## src/rtl/writeback_arbiter_pkg.sv

```systemverilog
// Shared decode/issue definitions: register-address width derivation and the
// writeback message carried from execute pipes to the register-file port.
package writeback_arbiter_pkg;

  localparam int unsigned c_num_regs   = 32;
  localparam int unsigned c_entry_bits = 32;

  function automatic int unsigned addr_bits(input int unsigned num_regs);
    return (num_regs > 1) ? $clog2(num_regs) : 1;
  endfunction

  localparam int unsigned c_addr_bits = addr_bits(c_num_regs);

  typedef struct packed {
    logic [c_addr_bits-1:0]  waddr;
    logic [c_entry_bits-1:0] wdata;
    logic                    wen;
  } wb_msg_t;

endpackage

```

## src/rtl/writeback_arbiter_rr_arbiter.sv

```systemverilog
// Round-robin arbiter: one-hot grant to the first requester at or above the
// pointer; the pointer moves past the winner whenever a grant is issued.
module rr_arbiter #(
  parameter int p_width = 2
) (
  input  logic               clk,
  input  logic               rst,
  input  logic               en,
  input  logic [p_width-1:0] req,
  output logic [p_width-1:0] grant
);

  localparam int c_ptr_bits = (p_width > 1) ? $clog2(p_width) : 1;

  logic [c_ptr_bits-1:0] ptr_q;
  logic [c_ptr_bits-1:0] ptr_d;
  logic [c_ptr_bits-1:0] idx;
  logic                  hit;

  always_comb begin
    grant = '0;
    ptr_d = ptr_q;
    hit   = 1'b0;
    idx   = '0;
    for (int i = 0; i < p_width; i++) begin
      idx = c_ptr_bits'((int'(ptr_q) + i) % p_width);
      if (en && !hit && req[idx]) begin
        grant[idx] = 1'b1;
        hit        = 1'b1;
        ptr_d      = c_ptr_bits'((int'(ptr_q) + i + 1) % p_width);
      end
    end
  end

  always_ff @(posedge clk or negedge rst) begin
    if (!rst) begin
      ptr_q <= '0;
    end else begin
      ptr_q <= ptr_d;
    end
  end

endmodule

```

## src/rtl/writeback_arbiter.sv

```systemverilog
// Writeback arbiter: picks one completed execute pipe per cycle round-robin and
// registers its result onto the single register-file write port.
module writeback_arbiter
  import writeback_arbiter_pkg::*;
#(
  parameter  int p_num_pipes  = 2,
  parameter  int p_entry_bits = 32,
  parameter  int p_num_regs   = 32,
  localparam int c_aw         = addr_bits(p_num_regs)
) (
  input  logic                                     clk,
  input  logic                                     rst,
  input  logic [p_num_pipes-1:0]                   pipe_val,
  output logic [p_num_pipes-1:0]                   pipe_rdy,
  input  logic [p_num_pipes-1:0][c_aw-1:0]         pipe_waddr,
  input  logic [p_num_pipes-1:0][p_entry_bits-1:0] pipe_wdata,
  input  logic [p_num_pipes-1:0]                   pipe_wen,
  output logic [c_aw-1:0]                          waddr,
  output logic [p_entry_bits-1:0]                  wdata,
  output logic                                     wen,
  output logic [31:0]                              retire_count
);

  logic [p_num_pipes-1:0]  grant;
  logic                    xfer;
  logic [c_aw-1:0]         sel_waddr;
  logic [p_entry_bits-1:0] sel_wdata;
  logic                    sel_wen;

  logic [c_aw-1:0]         waddr_q, waddr_d;
  logic [p_entry_bits-1:0] wdata_q, wdata_d;
  logic                    wen_q, wen_d;
  logic [31:0]             retire_count_q, retire_count_d;

  // Grants are suppressed while reset is held so nothing transfers during reset.
  rr_arbiter #(
    .p_width (p_num_pipes)
  ) u_rr_arbiter (
    .clk   (clk),
    .rst   (rst),
    .en    (rst),
    .req   (pipe_val),
    .grant (grant)
  );

  assign pipe_rdy = grant;

  always_comb begin
    xfer      = |grant;
    sel_waddr = '0;
    sel_wdata = '0;
    sel_wen   = 1'b0;
    for (int i = 0; i < p_num_pipes; i++) begin
      if (grant[i]) begin
        sel_waddr = sel_waddr | pipe_waddr[i];
        sel_wdata = sel_wdata | pipe_wdata[i];
        sel_wen   = sel_wen | pipe_wen[i];
      end
    end
  end

  // Writes to x0 and non-writing instructions retire silently; the address and
  // data registers keep their old contents so the port does not toggle.
  always_comb begin
    wen_d          = xfer && sel_wen && (sel_waddr != '0);
    waddr_d        = wen_d ? sel_waddr : waddr_q;
    wdata_d        = wen_d ? sel_wdata : wdata_q;
    retire_count_d = retire_count_q + 32'(xfer);
  end

  always_ff @(posedge clk or negedge rst) begin
    if (!rst) begin
      waddr_q        <= '0;
      wdata_q        <= '0;
      wen_q          <= 1'b0;
      retire_count_q <= '0;
    end else begin
      waddr_q        <= waddr_d;
      wdata_q        <= wdata_d;
      wen_q          <= wen_d;
      retire_count_q <= retire_count_d;
    end
  end

  assign waddr        = waddr_q;
  assign wdata        = wdata_q;
  assign wen          = wen_q;
  assign retire_count = retire_count_q;

endmodule

```

## config.mk

```make
export PLATFORM = sky130hd
export DESIGN_NAME = writeback_arbiter
export DESIGN_NICKNAME = d
export VERILOG_FILES = /design/src/rtl/writeback_arbiter_pkg.sv /design/src/rtl/writeback_arbiter_rr_arbiter.sv /design/src/rtl/writeback_arbiter.sv
export SDC_FILE = /design/constraint.sdc
export NUM_CORES = 1
export LEC_CHECK = 0
export ABC_AREA = 1
export BUFFER_PORTS_ARGS = -buffer_cell sky130_fd_sc_hd__buf_2
export CORE_ASPECT_RATIO = 0.9
export CORE_UTILIZATION = 45
export CTS_CLUSTER_DIAMETER = 30
export DETAILED_ROUTE_END_ITERATION = 7
export PLACE_DENSITY = 0.8
export SLEW_MARGIN = 40
export SYNTH_ARGS = -nofsm -noshare
export SYNTH_HDL_FRONTEND = slang
export SYNTH_SLANG_ARGS = --single-unit
```

## constraint.sdc

```tcl
create_clock -name clk -period 1.9 [get_ports clk]
set_input_delay 0.19 -clock clk [delete_from_list [all_inputs] [get_ports clk]]
set_output_delay 0.19 -clock clk [all_outputs]
set_load 0.05 [all_outputs]
```

Yosys cells after proc, flatten, opt, wreduce, memory -nomap -nowiden
Cells that the tools add are included.
{"block": "word_totals", "reg_bits": 71, "inputBits": 80, "out_inout_bits": 72, "word_cells": 46}
{"block": "classes", "addsub": 3, "magnitude_cmp": 4, "muxes": 19, "bitwise_logic": 4, "n_reduce_logical": 11}
{"op": "$mux W32", "count": 2}
{"op": "$add A32 B1 Y32", "count": 1}
{"op": "$or A32 B32 Y32", "count": 1}
{"op": "$mux W1", "count": 11}
{"op": "$mux W5", "count": 2}
{"op": "$logic_and A1 B1 Y1", "count": 7}
{"op": "$or A5 B5 Y5", "count": 1}
{"op": "$reduce_bool A5 Y1", "count": 1}
{"op": "$lt A1 B2 Y1 const B", "count": 2}
{"op": "$mux W2", "count": 2}
{"op": "$add A1 B1 Y1 const B", "count": 2}
{"op": "$demux W1 S1", "count": 2}
{"op": "$ge A1 B1 Y1 const B", "count": 2}
{"op": "$or A2 B2 Y2", "count": 1}
{"op": "$reduce_bool A2 Y1", "count": 1}
{"op": "$reduce_or A2 Y1", "count": 1}
{"op": "$logic_not A1 Y1", "count": 1}
{"op": "$or A1 B1 Y1", "count": 1}

Depth between registers and ports, before layout
Gate-level depths: netlist (run 1).
{"block": "depth", "depth_word": 13, "depth_mapped": 11}

Hierarchy
Synthesis (run 1) repeated with hierarchy kept, for this count alone.
{"block": "hier_totals", "hier_cells": 464, "area_unflattened_um2": 3709.8}
{"mod": "writeback_arbiter", "n_inst": 1, "cells_per_inst": 454, "area_each_um2": 3643.5, "seq_area_each_um2": 1751.7}
{"mod": "rr_arbiter", "n_inst": 1, "cells_per_inst": 10, "area_each_um2": 66.3, "seq_area_each_um2": 25.0}

Worst setup path before layout (run 1)
Ideal clock, no wire load.
{"block": "synth_timing", "path_type": "register to register", "start": "register retire_count_q[0], in the netlist retire_count[0]", "end": "register retire_count_q[26], in the netlist retire_count[26]", "arrival_ps": 1915, "slack_ps": -97, "path_stages_with_launch": 8, "n_path_buf": 0, "path_cell_list": "dfrtp_1 ha_1 ha_1 nand3_1 nor2_1 nand2_1 nor3_1 xor2_1"}
{"block": "synth_via", "elab_chain_len": 1}
{"element": "from (decl)", "line": "writeback_arbiter.sv:33", "rtl": "logic [31:0] retire_count_q, retire_count_d;"}
{"element": "from (signal assigned)", "line": "writeback_arbiter.sv:81", "rtl": "retire_count_q <= retire_count_d;"}
{"element": "$add A32 B1 Y32", "line": "writeback_arbiter.sv:68", "rtl": "retire_count_d = retire_count_q + 32'(xfer);"}
{"element": "via retire_count_d[26]", "line": "writeback_arbiter.sv:33"}
The timed path passes the listed nets, and every way through them passes these cells.
A chain may end at the register's enable or synchronous reset.

Worst setup path after layout (run 1)
{"block": "layout_timing", "start": "register u_rr_arbiter.ptr_q", "end": "output port pipe_rdy[0]"}
{"block": "layout_via", "elab_chain_len": 8, "elab_cells_between_ends": 23}
{"element": "from (decl)", "line": "writeback_arbiter_rr_arbiter.sv:15", "rtl": "logic [c_ptr_bits-1:0] ptr_q;"}
{"element": "from (signal assigned)", "line": "writeback_arbiter_rr_arbiter.sv:39", "rtl": "ptr_q <= ptr_d;"}
{"element": "branches (longest 7 deep; another with $lt A1 B2 Y1)"}
{"element": "$mux W2 (*)", "line": "writeback_arbiter_rr_arbiter.sv:27", "rtl": "if (en && !hit && req[idx]) begin"}
{"element": "to (decl)", "line": "writeback_arbiter.sv:14", "rtl": "output logic [p_num_pipes-1:0] pipe_rdy,"}
Mark *: on every way between the ends. The select of a mux whose other input is x is not followed.

==> metrics.cfg, run 1 <==
[global_route]
grt_pass1_wl_mm=15.6
overflow=0
grt_max_degree=62
grt_antenna_before_repair=0
grt_pass1_vias=3427
grt_use_total_pct=24.5

[detailed_routing]
dr.pass1.iters=4
drc_errors=0
via_per_inst=5.19
drtIter0Drc=158
wl_mm=9.45
wire_per_inst_um=13.9
antenna_left=0
vias=3529

[layout]
finalNonFillerCells=680
fill_cells=696
fin_nets=662
area_growth_pct=32.6
diodes=0
drive_above_1_share_pct=32.9
final_util_pct=62.4

[floorplanning]
initial_core_util_pct=47.0
ioPinCount=152
core_area_mm2=0.00766
die_y_um=86.9
die_area_mm2=0.00837
placementRows=30
die_w_um=96.3

[pwr]
p_int_mw=3.14
ir_drop_mv=0.571
p_seq_share_pct=37.1
p_sw_mw=2.21
static-leakage-power_nw=2.71
power.density_mw_per_mm2=1120
pwr-share-comb_pct=35.5
p_sw_share_pct=41.3
pwr-share-clk_pct=27.5

[yosys]
synth_seq_cells=71
yosys.area.top_type=dfrtp_1
ys_warn_count=0
post-synth-top-count-cell=nand2_1
synthArstFlopShare_pct=100
synth_area_mm2=0.00360
avgSynthCellArea_um2=8.60
synthTopCellsByArea=dfrtp_1, nand2_1, a22o_1
syn-num-nets=502
seq_area_frac_synth_pct=49.3
synth_top_area_share_pct=49.3
synthTopCellsByCount=nand2_1, dfrtp_1, nand3_1
syn_inst=419
synth_edf_count=0
netlist-cell-type-count=23
synth_ff_type=dfrtp_1

[cts]
clockBufferDepth=2
cts_max_level=3
cts.clk_slew.worst_paths_ns=0.08
cts_tree=built
insertion_delay_ns=0.34
clockRootBuffer=clkbuf_8
post_cts_buffers=0
clock-sinks=71
numCtsBuffers=9

[critical_path]
critPathRequiredTime_ns=1.71
cp-start-kind=register
cp.arrival_ns=1.62
path_max_fanout=33
cp-end-kind=primary output
criticalPathCategory=reg -> out

[timing]
finalHoldViolCount=37
fmaxAchievable_mhz=553
finalMaxSlewViolations=0
holdWs_ns=-0.0331
final.setup.tns_ns=0
period_needed_ns=1.81
fin_crit_sh_pct=95.1
finalSetupViolations=0
final.setup_skew_ns=0.00983
slew_headroom_pct=63.9
rsz0062_at_grt=false
tightestPinTransition_ns=0.541

[run_status]
outcome=finished with violations
violations=hold timing

[placed_design]
gp_congestion=0.926
io_buffers=151
dpl.hpwl_mm=7.08
placedCellCount=663

[run]
drv_cap=0

[min_path]
min_path_type=in -> async

## state kept, by name, indices dropped and copies added, names as in the netlist
signal              count
waddr                   5
wdata                  32
retire_count           32
wen                     1
u_rr_arbiter.ptr_q      1
## stage by stage
step	hold slack [ns]	area, um^2	power (mW)	worst slack, ns
2_1_floorplan	-0.106	3600	3.35	0.0396
3_3_place_gp	0.185	4500	3.86	0.143
3_5_place_dp	0.187	4500	3.91	0.0730
4_1_cts	0.0846	4760	5.40	0.00387
5_1_grt	0.0117	4780	5.61	0.0378
6_report	-0.0331	4780	5.35	0.0924
## critical path: stages, from the launching register on
cell     delay (ns)
dfrtp_2        0.46
a21oi_4        0.21
buf_6          0.27
buf_2          0.31
## cells by family (layout without fill, tap and decap cells)
family	Yosys count	after routing	share of synthesized area (%)
AOI/OAI and AO/OA	36	36	9.07
xor gates and xnor gates	26	26	6.32
adders and majority gates	3	3	1.04
DFF	71	71	49.3
and+or+nand+nor	245	245	29.4
buffers and inverters	38	203	4.86
## cells in the final DEF (no fill, tap or decap), types with 3 or more instances in the layout
master / n
inv_1: 19
nand3b_1: 3
nor2_2: 3
nor2_1: 22
dfrtp_1: 69
xnor2_1: 9
nand4_1: 7
a22o_1: 33
nor3_1: 13
nand2_1: 141
bufinv_16: 3
ha_1: 3
buf_4: 10
clkbuf_8: 10
xor2_1: 17
buf_2: 150
nand3_1: 51
## metal layers
metal | share of wire [%] | GRT usage, %
met5 | 0 | 0
met3 | 7.1 | 6.81
met4 | 1.9 | 9.76
met1 | 42 | 28.9
met2 | 49 | 41.9
## repair_timing
action,in CTS,in global routing
setup endpoints to repair,2,2
hold buffers,1,0
hold endpoints to repair,10,0
gates resized for setup,2,4
## layout make-up
| cell class | instances | area, um^2 | share of cell area [%] |
|---|---|---|---|
| clock inverters | 6 | 108 | 2.25 |
| well taps | 96 | 120 | 2.51 |
| clock buffers | 10 | 138 | 2.88 |
| inverters | 21 | 78.8 | 1.65 |
| flip-flops and latches | 71 | 1780 | 37.2 |
| repair buffers | 166 | 901 | 18.9 |
| multi-input cells | 310 | 1650 | 34.6 |
## power by group through the flow
stage | registers, mW | clock network (mW) | logic, mW
floorplan | 2.90 | 0 | 0.447
global placement | 2.00 | 0 | 1.86
detailed placement | 2.00 | 0 | 1.90
CTS | 1.98 | 1.51 | 1.91
global route | 2.02 | 1.57 | 2.02
finish | 1.98 | 1.47 | 1.90
## worst paths after layout
path                                     from          endpoint  slack, ns  cells past startpoint
max                        u_rr_arbiter.ptr_q       pipe_rdy[0]       0.09                      3
min                                       rst   retire_count[5]      -0.03                      2
max reg2reg                u_rr_arbiter.ptr_q          wdata[4]       0.18                     10
min reg2reg                  retire_count[31]  retire_count[31]       0.47                      1
max in group asynchronous                 rst          waddr[0]       1.36                      3
min in group clk               pipe_wdata[22]         wdata[22]       0.19                      4
Power figures use the tool's default switching activity.
==> run 2: changes to the inputs <==
--- a/config.mk
+++ b/config.mk
@@ -6,12 +6,12 @@
 export NUM_CORES = 1
 export LEC_CHECK = 0
 export ABC_AREA = 1
-export BUFFER_PORTS_ARGS = -buffer_cell sky130_fd_sc_hd__buf_2
+export BUFFER_PORTS_ARGS = -buffer_cell sky130_fd_sc_hd__buf_4
 export CORE_ASPECT_RATIO = 0.9
 export CORE_UTILIZATION = 45
 export CTS_CLUSTER_DIAMETER = 30
 export DETAILED_ROUTE_END_ITERATION = 7
-export PLACE_DENSITY = 0.8
+export PLACE_DENSITY = 0.76
 export SLEW_MARGIN = 40
 export SYNTH_ARGS = -nofsm -noshare
 export SYNTH_HDL_FRONTEND = slang
==> metrics.cfg, run 2 (synthesis gave the netlist of run 1 again) <==
[placed_design]
io_buffers=151  ; unchanged
dpl.hpwl_mm=7.49  ; +5.8%
gp_congestion=0.956  ; +3.2%
dp_slack_ns=-0.0587  ; -0.132 ns

[timing]
fmaxAchievable_mhz=550  ; -0.57%
finalHoldViolCount=0  ; -100%
setup_ws_ns=0.0820  ; -0.0104 ns
final.setup_skew_ns=0.00979  ; -0.0000428 ns
slew_headroom_pct=61.9  ; -2.0 points
final.setup.tns_ns=0  ; unchanged
period_needed_ns=1.82  ; +0.0104 ns
finalMaxSlewViolations=0  ; unchanged
tightestPinTransition_ns=0.572  ; +0.0306 ns
rsz0062_at_grt=false
finalSetupViolations=0  ; unchanged
fin_crit_sh_pct=95.7  ; +0.55 points

[cts]
cts_tree=built
clockBufferDepth=2  ; unchanged
cts_max_level=3  ; unchanged
cts.clk_slew.worst_paths_ns=0.08  ; about the same
numCtsBuffers=9  ; unchanged
clockRootBuffer=clkbuf_8
clock-sinks=71  ; unchanged
insertion_delay_ns=0.34  ; about the same

[global_route]
grt_use_met2_pct=42.9  ; +1.0 points
top_usage_layer=met2
grt_use_total_pct=25.2  ; +0.69 points
grt_pass1_vias=3462  ; +1.0%
overflow=0  ; unchanged
grtUsageMet1_pct=30.0  ; +1.1 points
grt_max_degree=47  ; -24%
use_met3_pct=7.85  ; +1.0 points
grt_pass1_wl_mm=16.1  ; +2.6%
grt_antenna_before_repair=0  ; unchanged

[layout]
area_growth_pct=42.1
fin_nets=661  ; -0.15%
diodes=0  ; unchanged
mostFrequentLayoutCell=buf_4
drive_above_1_share_pct=32.8  ; -0.12 points
mostFrequentLayoutCells=buf_4, nand2_1, dfrtp_1, nand3_1, a22o_1
final_util_pct=66.9  ; +4.5 points
fill_cells=628  ; -9.8%

[detailed_routing]
drc_errors=0  ; unchanged
drtIter0Drc=114  ; -28%
wire_per_inst_um=14.5  ; +4.1%
via_per_inst=5.19  ; about the same
dr.pass1.iters=4  ; unchanged
vias=3526  ; -0.085%
antenna_left=0  ; unchanged
wl_mm=9.82  ; +3.9%

[critical_path]
cp-start-kind=register
criticalPathCategory=reg -> out
cp.arrival_ns=1.63  ; about the same
path_max_fanout=33  ; unchanged
critPathRequiredTime_ns=1.71  ; about the same
cp-end-kind=primary output

[pwr]
static-leakage-power_nw=2.78  ; +2.3%
ir_drop_mv=0.589  ; +3.1%
power.density_mw_per_mm2=1070  ; -4.5%
power.total_mw=5.48  ; +2.3%

[run_status]
outcome=completed

[floorplanning]
die_y_um=86.9  ; unchanged
die_w_um=96.3  ; unchanged
core_area_mm2=0.00766  ; unchanged
initial_core_util_pct=47.0  ; unchanged
placementRows=30  ; unchanged
die_area_mm2=0.00837  ; unchanged
ioPinCount=152  ; unchanged

[min_path]
min_path_type=in -> reg

[run]
drv_cap=0  ; unchanged

[run 2: changes by cell type in the layout (fill, tap and decap cells not counted)]
cell,previous run,this run
clkinv_2,2,1
bufinv_16,3,2
clkinvlp_4,1,2
buf_8,1,0
buf_6,2,1
buf_4,10,162
clkbuf_4,1,0
buf_2,150,0
clkbuf_8,10,11
[run 2: final timing paths]
check / start / to / slack [ns] / cells after the start
worst max register to register: retire_count[0] / retire_count[26] / 0.21 / 7
worst max-delay path: u_rr_arbiter.ptr_q / pipe_rdy[0] / 0.08 / 3
min in group asynchronous: rst / wdata[0] / 0.46 / 3
max in group asynchronous: rst / retire_count[0] / 0.94 / 3
worst min register to register: retire_count[31] / retire_count[31] / 0.47 / 1
worst min-delay path: pipe_wdata[0] / wdata[0] / 0.18 / 4
[run 2: metrics by stage]
stage / cell area, um^2 / hold slack [ns] / cells
global route: 5120 / 0.190 / 679
global placement: 4860 / 0.232 / 660
floorplan: 3600 / -0.106 / 419
finish: 5120 / 0.183 / 679
detailed placement: 4860 / 0.238 / 660
CTS: 5100 / 0.177 / 677
[run 2: layer usage]
| metal | wire length, um | share of wire (%) |
|---|---|---|
| met3 | 712 | 7.3 |
| met2 | 4890 | 50 |
| met1 | 4000 | 41 |
| met5 | 0 | 0 |
| met4 | 219 | 2.2 |
[run 2: cell type report]
type | count | area [um^2] | area share [%]
clock buffer | 11 | 151 | 2.96
timing repair buffer | 165 | 1260 | 24.6
tap | 96 | 120 | 2.35
multi-input combinational | 310 | 1650 | 32.3
sequential | 71 | 1780 | 34.8
clock inverter | 5 | 80.1 | 1.56
inverter | 21 | 78.8 | 1.54
[run 2: critical path: stages, from the launching register on]
cell     delay [ns]
dfrtp_2        0.46
a21oi_4        0.20
buf_4          0.34
buf_4          0.27
[run 2: timing repair]
| action | 4_1_cts | 5_1_grt |
|---|---|---|
| endpoints found under the hold margin | 71 | 0 |
| endpoints found under the setup margin | 1 | 41 |
| buffers inserted | 0 | 2 |
| pin swaps | 0 | 1 |
| cloned | 0 | 0 |
| gates resized for setup | 1 | 2 |
| hold buffers | 1 | 0 |
[run 2: where the power goes]
| group | leakage [nW] | total, mW | internal (mW) | switching (mW) |
|---|---|---|---|---|
| Combinational | 1.73 | 2.11 | 0.665 | 1.44 |
| Sequential | 0.939 | 2.00 | 1.78 | 0.218 |
| Clock | 0.112 | 1.37 | 0.808 | 0.564 |
| Total | 2.78 | 5.48 | 3.25 | 2.22 |
==> run 3: changes to the inputs <==
--- a/config.mk
+++ b/config.mk
@@ -12,7 +12,7 @@
 export CTS_CLUSTER_DIAMETER = 30
 export DETAILED_ROUTE_END_ITERATION = 7
 export PLACE_DENSITY = 0.76
-export SLEW_MARGIN = 40
+export SLEW_MARGIN = 20
 export SYNTH_ARGS = -nofsm -noshare
 export SYNTH_HDL_FRONTEND = slang
 export SYNTH_SLANG_ARGS = --single-unit
==> constraint.sdc (replaced) <==
create_clock -name clk -period 2.2 [get_ports clk]
set_input_delay 0.22 -clock clk [delete_from_list [all_inputs] [get_ports clk]]
set_output_delay 0.22 -clock clk [all_outputs]
set_load 0.05 [all_outputs]
==> metrics.cfg, run 3 (synthesis gave the netlist of run 1 again) <==
[run_status]
outcome=completed

[cts]
clockBufferDepth=2  ; unchanged
numCtsBuffers=9  ; unchanged
cts_max_level=3  ; unchanged
insertion_delay_ns=0.33  ; about the same
clockRootBuffer=clkbuf_8
cts.clk_slew.worst_paths_ns=0.08  ; about the same
clock-sinks=71  ; unchanged
cts_tree=built

[detailed_routing]
wl_mm=9.84  ; +0.21%
via_per_inst=5.20  ; +0.23%
drtIter0Drc=114  ; unchanged
wire_per_inst_um=14.6  ; +0.96%
drc_errors=0  ; unchanged
vias=3508  ; -0.51%
antenna_left=0  ; unchanged
dr.pass1.iters=4  ; unchanged

[timing]
fmaxAchievable_mhz=479
rsz0062_at_grt=false
period_needed_ns=2.09
final.setup_skew_ns=0.00542  ; -0.00436 ns
slew_headroom_pct=43.9  ; -18 points
tightestPinTransition_ns=0.841  ; +0.270 ns
final.setup.tns_ns=0  ; unchanged
fin_crit_sh_pct=94.9
finalMaxSlewViolations=0  ; unchanged
finalSetupViolations=0  ; unchanged
finalHoldViolCount=0  ; unchanged

[critical_path]
critPathRequiredTime_ns=1.98  ; +0.27 ns
r2r-start=u_rr_arbiter.ptr_q
cp_slowest_stage_delay_ns=0.52  ; +0.06 ns
path_common_cell=buf_4
path_cells=dlygate4sd3_1 -> buf_4 -> nand2_2 -> a21oi_4 -> buf_4 -> buf_4
cpLargestDelayFamily=buffers and inverters
crit_buf_inv=4  ; +2
cp-end-kind=primary output
path_max_fanout=31  ; -6.1%
criticalPathCategory=in -> out
r2r-end=wdata[9]
cp-start-kind=primary input
r2r_cells=10  ; +3
slowest_stage=dlygate4sd3_1
cp.arrival_ns=1.87  ; +0.24 ns
regToRegSetupSlack_ns=0.37  ; +0.16 ns

[pwr]
pwr-share-comb_pct=39.4  ; +0.9 points
p_sw_share_pct=41.7  ; +1.1 points
static-leakage-power_nw=2.75  ; -1.0%
p_int_mw=2.68  ; -18%
p_sw_mw=1.92  ; -14%
pwr-share-clk_pct=23.2  ; -1.9 points
power.density_mw_per_mm2=907  ; -15%
p_seq_share_pct=37.4  ; +0.9 points
ir_drop_mv=0.449  ; -24%

[placed_design]
gp_congestion=0.972  ; +1.7%
io_buffers=151  ; unchanged
placedCellCount=656  ; -0.61%
dpl.hpwl_mm=7.47  ; -0.23%
place_area_mm2=0.00482  ; -0.64%

[layout]
multi_input_area_mm2=0.00167  ; +0.76%
mostFrequentLayoutCell=buf_4
finalNonFillerCells=674  ; -0.74%
fin_nets=656  ; -0.76%
final_util_pct=66.1  ; -0.72 points
area_growth_pct=40.6
fin_area_mm2=0.00506  ; -1.1%
drive_above_1_share_pct=32.4  ; -0.41 points
register_area_mm2=0.00178  ; -0.14%
mostFrequentLayoutCells=buf_4, nand2_1, dfrtp_1, nand3_1, a22o_1
fill_cells=649  ; +3.3%
diodes=0  ; unchanged

[floorplanning]
initial_core_util_pct=47.0  ; unchanged
core_area_mm2=0.00766  ; unchanged
placementRows=30  ; unchanged
die_y_um=86.9  ; unchanged
die_w_um=96.3  ; unchanged
die_area_mm2=0.00837  ; unchanged
ioPinCount=152  ; unchanged

[min_path]
hold_start=pipe_wdata[19]
whs_path_depth=4  ; unchanged
min_path_type=in -> reg
whs_endpoint=wdata[19]

[run]
drv_cap=0  ; unchanged

[global_route]
grt_use_total_pct=25.6  ; +0.42 points
grt_max_degree=68  ; +45%
grt_antenna_before_repair=0  ; unchanged
grt_pass1_wl_mm=16.4  ; +1.9%
grt_pass1_vias=3479  ; +0.49%
overflow=0  ; unchanged

[run 3: changes by cell type in the layout (fill, tap and decap cells not counted), moves of 2 or more]
| cell | change |
|---|---|
| buf_4 | -4 |
| dfrtp_1 | +2 |
| dfrtp_2 | -2 |
| nor2_1 | -2 |
[run 3: worst max-delay path by stage]
stage                                from                to  slack [ns]  depth (start not counted)
after floorplan           retire_count[0]  retire_count[26]        0.20                          7
after global placement                rst  retire_count[26]        0.34                         10
after detailed placement              rst  retire_count[26]        0.22                         10
after CTS                             rst  retire_count[26]        0.02                         11
after global routing                  rst  retire_count[28]        0.01                         12
final                                 rst       pipe_rdy[1]        0.11                          6
[run 3: final cells by class]
cell class / instances / area share, %
clock buffers: 11 / 2.99
clock inverters: 5 / 1.11
inverters: 21 / 1.56
multi-input cells: 310 / 32.9
flip-flops and latches: 71 / 35.1
well taps: 96 / 2.37
repair buffers: 160 / 24.0
[run 3: per-layer routing]
metal / track usage (%) / vias to the layer above / part of all wire, %
li1: - / 1696 / -
met1: 32.6 / 1625 / 42
met2: 42.8 / 167 / 48
met3: 6.11 / 20 / 7.7
met4: 8.29 / 0 / 2.1
met5: 0 / - / 0
[run 3: through the flow]
stage	hold slack (ns)	setup WS, ns	total power, mW
2_1_floorplan	-0.0756	0.203	2.89
3_3_place_gp	0.0313	0.342	3.52
3_5_place_dp	0.0329	0.218	3.55
4_1_cts	0.217	0.0173	4.62
5_1_grt	0.235	0.0100	4.83
6_report	0.222	0.113	4.59
[run 3: power by group through the flow]
| stage | registers (mW) | clock network, mW | logic (mW) |
|---|---|---|---|
| floorplan | 2.50 | 0 | 0.386 |
| global placement | 1.73 | 0 | 1.79 |
| detailed placement | 1.74 | 0 | 1.81 |
| CTS | 1.72 | 1.09 | 1.81 |
| global route | 1.75 | 1.16 | 1.92 |
| finish | 1.72 | 1.06 | 1.81 |
[run 3: tightest hold or removal path: cells and delay by family]
kind / cells / cell delay, ns
AOI/OAI and AO/OA: 1 / 0.10
buffers and inverters: 1 / 0.08
and+or+nand+nor: 2 / 0.13
[run 3: what timing repair did]
action	in CTS	in global routing
buffers inserted	0	1
endpoints found under the setup margin	0	11
endpoints found under the hold margin	4	0
resized for setup	0	5
hold buffers	1	0
